$ cat config.mk
export PLATFORM = sky130hd
export DESIGN_NAME = uart_tx_serializer
export DESIGN_NICKNAME = d
export VERILOG_FILES = /design/src/rtl/uart_tx_serializer.sv
export SDC_FILE = /design/constraint.sdc
export NUM_CORES = 1
export LEC_CHECK = 0
export CORE_UTILIZATION = 52
export CTS_CLUSTER_SIZE = 20
export DETAILED_ROUTE_END_ITERATION = 12
export GPL_TIMING_DRIVEN = 0
export PLACE_DENSITY_LB_ADDON = 0.05
export SYNTH_ARGS = -nofsm -noshare
export SYNTH_HDL_FRONTEND = slang
export SYNTH_SLANG_ARGS = --single-unit
$ cat constraint.sdc
create_clock -name clk -period 1.9 [get_ports clk]
set_input_delay 0.285 -clock clk [delete_from_list [all_inputs] [get_ports clk]]
set_output_delay 0.285 -clock clk [all_outputs]
set_load 0.03 [all_outputs]
$ cat src/rtl/uart_tx_serializer.sv
// UART transmit serializer: one bit per clk, start / LSB-first data / optional parity / stop.
// Optional macro UART_TX_TWO_STOP_EN selects two stop bits instead of one.
//
// state  | meaning
// IDLE   | line high, ready for a request
// START  | start bit (0) on the line
// DATA   | data bits on the line, LSB first
// PARITY | parity bit on the line
// STOP   | stop bit(s) on the line; last stop cycle can accept the next frame
module uart_tx_serializer #(
  parameter int frame_data = 8,
  parameter int bit_cnt_w  = 4
) (
  input  logic                  clk,
  input  logic                  rst,
  input  logic [frame_data-1:0] p_data,
  input  logic                  data_valid,
  input  logic                  par_en,
  input  logic                  par_typ,
  output logic                  tx_out,
  output logic                  busy
);

  typedef enum logic [2:0] {
    IDLE   = 3'd0,
    START  = 3'd1,
    DATA   = 3'd2,
    PARITY = 3'd3,
    STOP   = 3'd4
  } state_t;

  localparam logic [bit_cnt_w-1:0] LAST_BIT = bit_cnt_w'(frame_data - 1);

  state_t                state_q, state_d;
  logic                  tx_q, tx_d;
  logic                  busy_q, busy_d;
  logic [frame_data-1:0] shreg_q, shreg_d;
  logic [bit_cnt_w-1:0]  cnt_q, cnt_d;
  logic                  par_en_q, par_en_d;
  logic                  par_typ_q, par_typ_d;
  logic                  par_acc_q, par_acc_d;
  logic                  stop_last;
  logic                  accept;

`ifdef UART_TX_TWO_STOP_EN
  logic stop_cnt_q, stop_cnt_d;

  always_ff @(posedge clk or negedge rst) begin
    if (!rst) stop_cnt_q <= 1'b0;
    else      stop_cnt_q <= stop_cnt_d;
  end

  assign stop_last = stop_cnt_q;
`else
  assign stop_last = 1'b1;
`endif

  assign accept = data_valid && ((state_q == IDLE) || ((state_q == STOP) && stop_last));

  always_ff @(posedge clk or negedge rst) begin
    if (!rst) begin
      state_q   <= IDLE;
      tx_q      <= 1'b1;
      busy_q    <= 1'b0;
      shreg_q   <= '0;
      cnt_q     <= '0;
      par_en_q  <= 1'b0;
      par_typ_q <= 1'b0;
      par_acc_q <= 1'b0;
    end else begin
      state_q   <= state_d;
      tx_q      <= tx_d;
      busy_q    <= busy_d;
      shreg_q   <= shreg_d;
      cnt_q     <= cnt_d;
      par_en_q  <= par_en_d;
      par_typ_q <= par_typ_d;
      par_acc_q <= par_acc_d;
    end
  end

  always_comb begin
    state_d   = state_q;
    tx_d      = tx_q;
    busy_d    = busy_q;
    shreg_d   = shreg_q;
    cnt_d     = cnt_q;
    par_en_d  = par_en_q;
    par_typ_d = par_typ_q;
    par_acc_d = par_acc_q;
`ifdef UART_TX_TWO_STOP_EN
    stop_cnt_d = stop_cnt_q;
`endif

    if (accept) begin
      state_d   = START;
      tx_d      = 1'b0;
      busy_d    = 1'b1;
      shreg_d   = p_data;
      cnt_d     = '0;
      par_en_d  = par_en;
      par_typ_d = par_typ;
      par_acc_d = 1'b0;
`ifdef UART_TX_TWO_STOP_EN
      stop_cnt_d = 1'b0;
`endif
    end else begin
      case (state_q)
        START: begin
          state_d   = DATA;
          tx_d      = shreg_q[0];
          par_acc_d = par_acc_q ^ shreg_q[0];
          shreg_d   = shreg_q >> 1;
          cnt_d     = '0;
        end
        DATA: begin
          if (cnt_q == LAST_BIT) begin
            // par_acc_q already folds in every data bit that went out
            if (par_en_q) begin
              state_d = PARITY;
              tx_d    = par_acc_q ^ par_typ_q;
            end else begin
              state_d = STOP;
              tx_d    = 1'b1;
            end
          end else begin
            tx_d      = shreg_q[0];
            par_acc_d = par_acc_q ^ shreg_q[0];
            shreg_d   = shreg_q >> 1;
            cnt_d     = cnt_q + bit_cnt_w'(1);
          end
        end
        PARITY: begin
          state_d = STOP;
          tx_d    = 1'b1;
        end
        STOP: begin
          tx_d = 1'b1;
          if (stop_last) begin
            state_d = IDLE;
            busy_d  = 1'b0;
          end
`ifdef UART_TX_TWO_STOP_EN
          else begin
            stop_cnt_d = 1'b1;
          end
`endif
        end
        default: begin
          state_d = IDLE;
          tx_d    = 1'b1;
          busy_d  = 1'b0;
        end
      endcase
    end
  end

  assign tx_out = tx_q;
  assign busy   = busy_q;

endmodule

==> metrics.md <==
| Metric | Value |
|---|---|
| Core area | `between 1500 and 2000 µm²` |
| Fin area | `1260 µm²` |
| Post-cts sizing count | `0` |
| Max-cap violation count | `0` |
| Slew @ Worst Pin | `0.876 ns` |
| Hold Crit Class | `input port to async pin` |
| LEAKAGE | `0.544 nW` |
| Post-route ant nets | `0` |
| CP required | `1.62 ns` |
| WP buf/inv | `1` |
| Crit Path Category | `flip-flop to output port` |
| VDD IR-drop max | `roughly 0.93 mV` |
| Layout fillers | `157` |
| Starting DRT DRC Count | `12` |
| Status | `finished clean` |
| Syn Area/Cell | `11.5 µm²` |
| IO Count | `15` |
| Initial Util | `58.1%` |
| Startpoint Class | `flip-flop` |
| CP max-delay cell | `clkdlybuf4s50_1` |
| Area growth syn-to-layout | `19.6%` |
| Cts hold-fix bufs | `0` |
| FF+latch area | `between 500 and 600 µm²` |
| Global Route Usage Sum | `between 20% and 30%` |
| First-pass GRT wire length | `3050 µm` |
| Setup Buffers After CTS | `0` |
| Fmax | `559 MHz` |
| CP Cell Sequence | `clkdlybuf4s50_1` |
| Share of the synthesized area in the top cell type | `45.0%` |
| Post-DP Area | `1230 µm²` |
| H-tree Lvls | `1` |
| Worst path max stage delay | `0.66 ns` |
| Die Y | `47.1 µm` |
| WP data arrival | `1.50 ns` |
| Synthesized net count | `106` |
| Antenna violations before repair | `0` |
| CTS tree | `built` |
| Multi-input gate area | `510 µm²` |
| Clk pin slew, worst setup/hold paths | `~0.11 ns` |
| Die ar. | `2220 µm²` |
| Distinct cells, synth | `40` |
| PwrDens | `1440 nW/µm²` |
| Synth top area cells | `dfrtp_1 (45%), a221o_1 (5.7%), and2_1 (4.1%)` |
| RSZ-0062 raised after global routing | `false` |
| Yosys warns | `0` |
| Flops & latches, synth | `20` |
| Fin. Hold Viols | `0` |
| # rows | `15` |
| DPL Wire Length | `1380 µm` |
| Port Buffers | `14` |
| Synth Cell Area | `1060 µm²` |
| Layout cell share with drive strength beyond 1 | `20.0%` |
| Mapped Cells | `92` |
| Drt wl/cell | `13.7 µm` |
| Vias in the first global route | `about 710` |
| Slew Viols, Final | `0` |
| Clock buffer depth | `2` |
| Worst-skew pair later-pin latency | `0.30 ns` |
| Post-route setup TNS | `0 ns` |
| CTS Root Cell | `clkbuf_4` |
| Leading area contributor after synthesis | `dfrtp_1` |
| Ant diodes | `0` |
| CTS Buf Count | `3` |
| Final Power | `1.82 mW` |
| Clk sinks | `20` |
| Setup Skew | `0.00803 ns` |
| CP top delay family | `buffers and inverters` |
| Largest net degree at the start of global routing | `21` |
| Vias | `~760` |
| Sequential fraction of the synthesis area | `47.5%` |
| # setup viols final | `0` |
| Final Net Count | `roughly 130` |
| Final Cycle Share | `94.1%` |
| GRT overflow | `0` |
| WL final | `between 1500 and 2000 µm` |
| CP Capture Type | `output port` |
| First-pass detailed-route iteration total | `4` |
| RePlAce Congestion | `0.790` |
| Die W | `47.1 µm` |
| Crit-path max FO | `1` |
| Slew Limit Headroom | `41.4%` |
| Vias per cell | `around 5.6` |
| Drt drc | `0` |
| Crit path time final | `around 1.8 ns` |
[per-stage QoR]
stage	util (%)	hold WS (ns)	worst slack, ns	std cells
2_1_floorplan	-	-0.0106	0.332	92
3_3_place_gp	67.5	0.482	-0.0221	131
3_5_place_dp	67.5	0.485	-0.0448	131
4_1_cts	69.5	0.503	0.0992	135
5_1_grt	69.5	0.529	0.0429	135
6_report	69.5	0.469	0.112	135
[cell usage in the layout, fill, tap and decap left out, drive strengths merged, types with 2 or more instances in the layout]
| master | n |
|---|---|
| a211oi | 3 |
| a221o | 6 |
| and2 | 7 |
| and3b | 2 |
| buf | 4 |
| clkbuf | 5 |
| clkdlybuf4s50 | 14 |
| dfrtp | 19 |
| inv | 3 |
| mux2i | 2 |
| nand2 | 10 |
| nand2b | 2 |
| nor2 | 2 |
| nor3b | 3 |
| o211ai | 2 |
| o21ai | 4 |
| o31ai | 2 |
[logic make-up (layout without fill, tap and decap cells)]
logic type                 count (synthesis)  after routing  synth area share, %
AOI/OAI and AO/OA                         21             21                 16.4
xor gates and xnor gates                   2              2                 3.43
adders and majority gates                  1              1                 1.18
buffers and inverters                      8             26                 4.26
DFF                                       20             20                 47.5
muxes                                      3              3                 2.96
and+or+nand+nor                           37             37                 24.3
[state kept, by name, summed over array words and instances, names as in the netlist]
register and cells:
par_en_q 1, cnt_q 4, shreg_q 8, par_acc_q 1, par_typ_q 1, state_q 3
tx_out 1, busy 1
[where the power goes]
part | internal, mW | switching [mW] | leakage [nW] | total [mW]
registers | 0.616 | 0.101 | 0.251 | 0.717
clock network | 0.117 | 0.125 | 0.0210 | 0.242
logic | 0.413 | 0.451 | 0.271 | 0.864
total | 1.15 | 0.677 | 0.544 | 1.82
[cell type report]
type | count | share of cell area, %
Sequential cell | 20 | 39.7
Timing Repair Buffer | 14 | 11.1
Inverter | 3 | 0.890
Tap cell | 25 | 2.47
Clock buffer | 4 | 2.87
Buffer | 5 | 2.67
Multi-Input combinational cell | 64 | 40.4
[synth_stat cells]
master and number:
nor2_1 2, or3b_2 1, nor3b_2 2, or4_4 1, nand3_1 1, nor3_2 1, nor3b_1 1, nor4_1 1
a221oi_1 1, dfstp_2 1, xor2_1 1, or2b_1 1, a21oi_1 1, and2_1 7, dfrtp_1 19, a221o_1 6
buf_6 1, xnor2_4 1, inv_1 3, mux2_2 1, and3b_1 2, mux2i_1 2, clkbuf_2 1, nand2b_1 2
o21ai_0 4, a211oi_1 1, ha_1 1, nand4b_1 1, o211ai_1 2, a211oi_2 2, o31ai_1 2, nand2_1 10
nand3b_1 1, or3_1 1, nor4bb_4 1, buf_2 2, o311ai_0 1, buf_4 1, and2b_2 1, a21o_2 1
[metal layers]
layer	track usage [%]	vias to the layer above	share of wire, %
li1	-	374	-
met1	24.6	368	45
met2	34.4	15	50
met3	2.31	4	2.9
met4	13.7	0	1.8
met5	0	-	0
[final timing paths]
| path | start | endpoint | slack (ns) | cells after the start |
|---|---|---|---|---|
| min reg2reg | par_acc_q | par_acc_q | 0.50 | 1 |
| max reg2reg | cnt_q[0] | shreg_q[7] | 0.21 | 4 |
| min in group clk | par_acc_q | par_acc_q | 0.50 | 1 |
| min | rst | cnt_q[3] | 0.47 | 1 |
| max in group asynchronous | rst | par_en_q | 0.89 | 1 |
| max | tx_out | tx_out | 0.11 | 1 |
No activity file was read; power rests on OpenSTA's default activity.
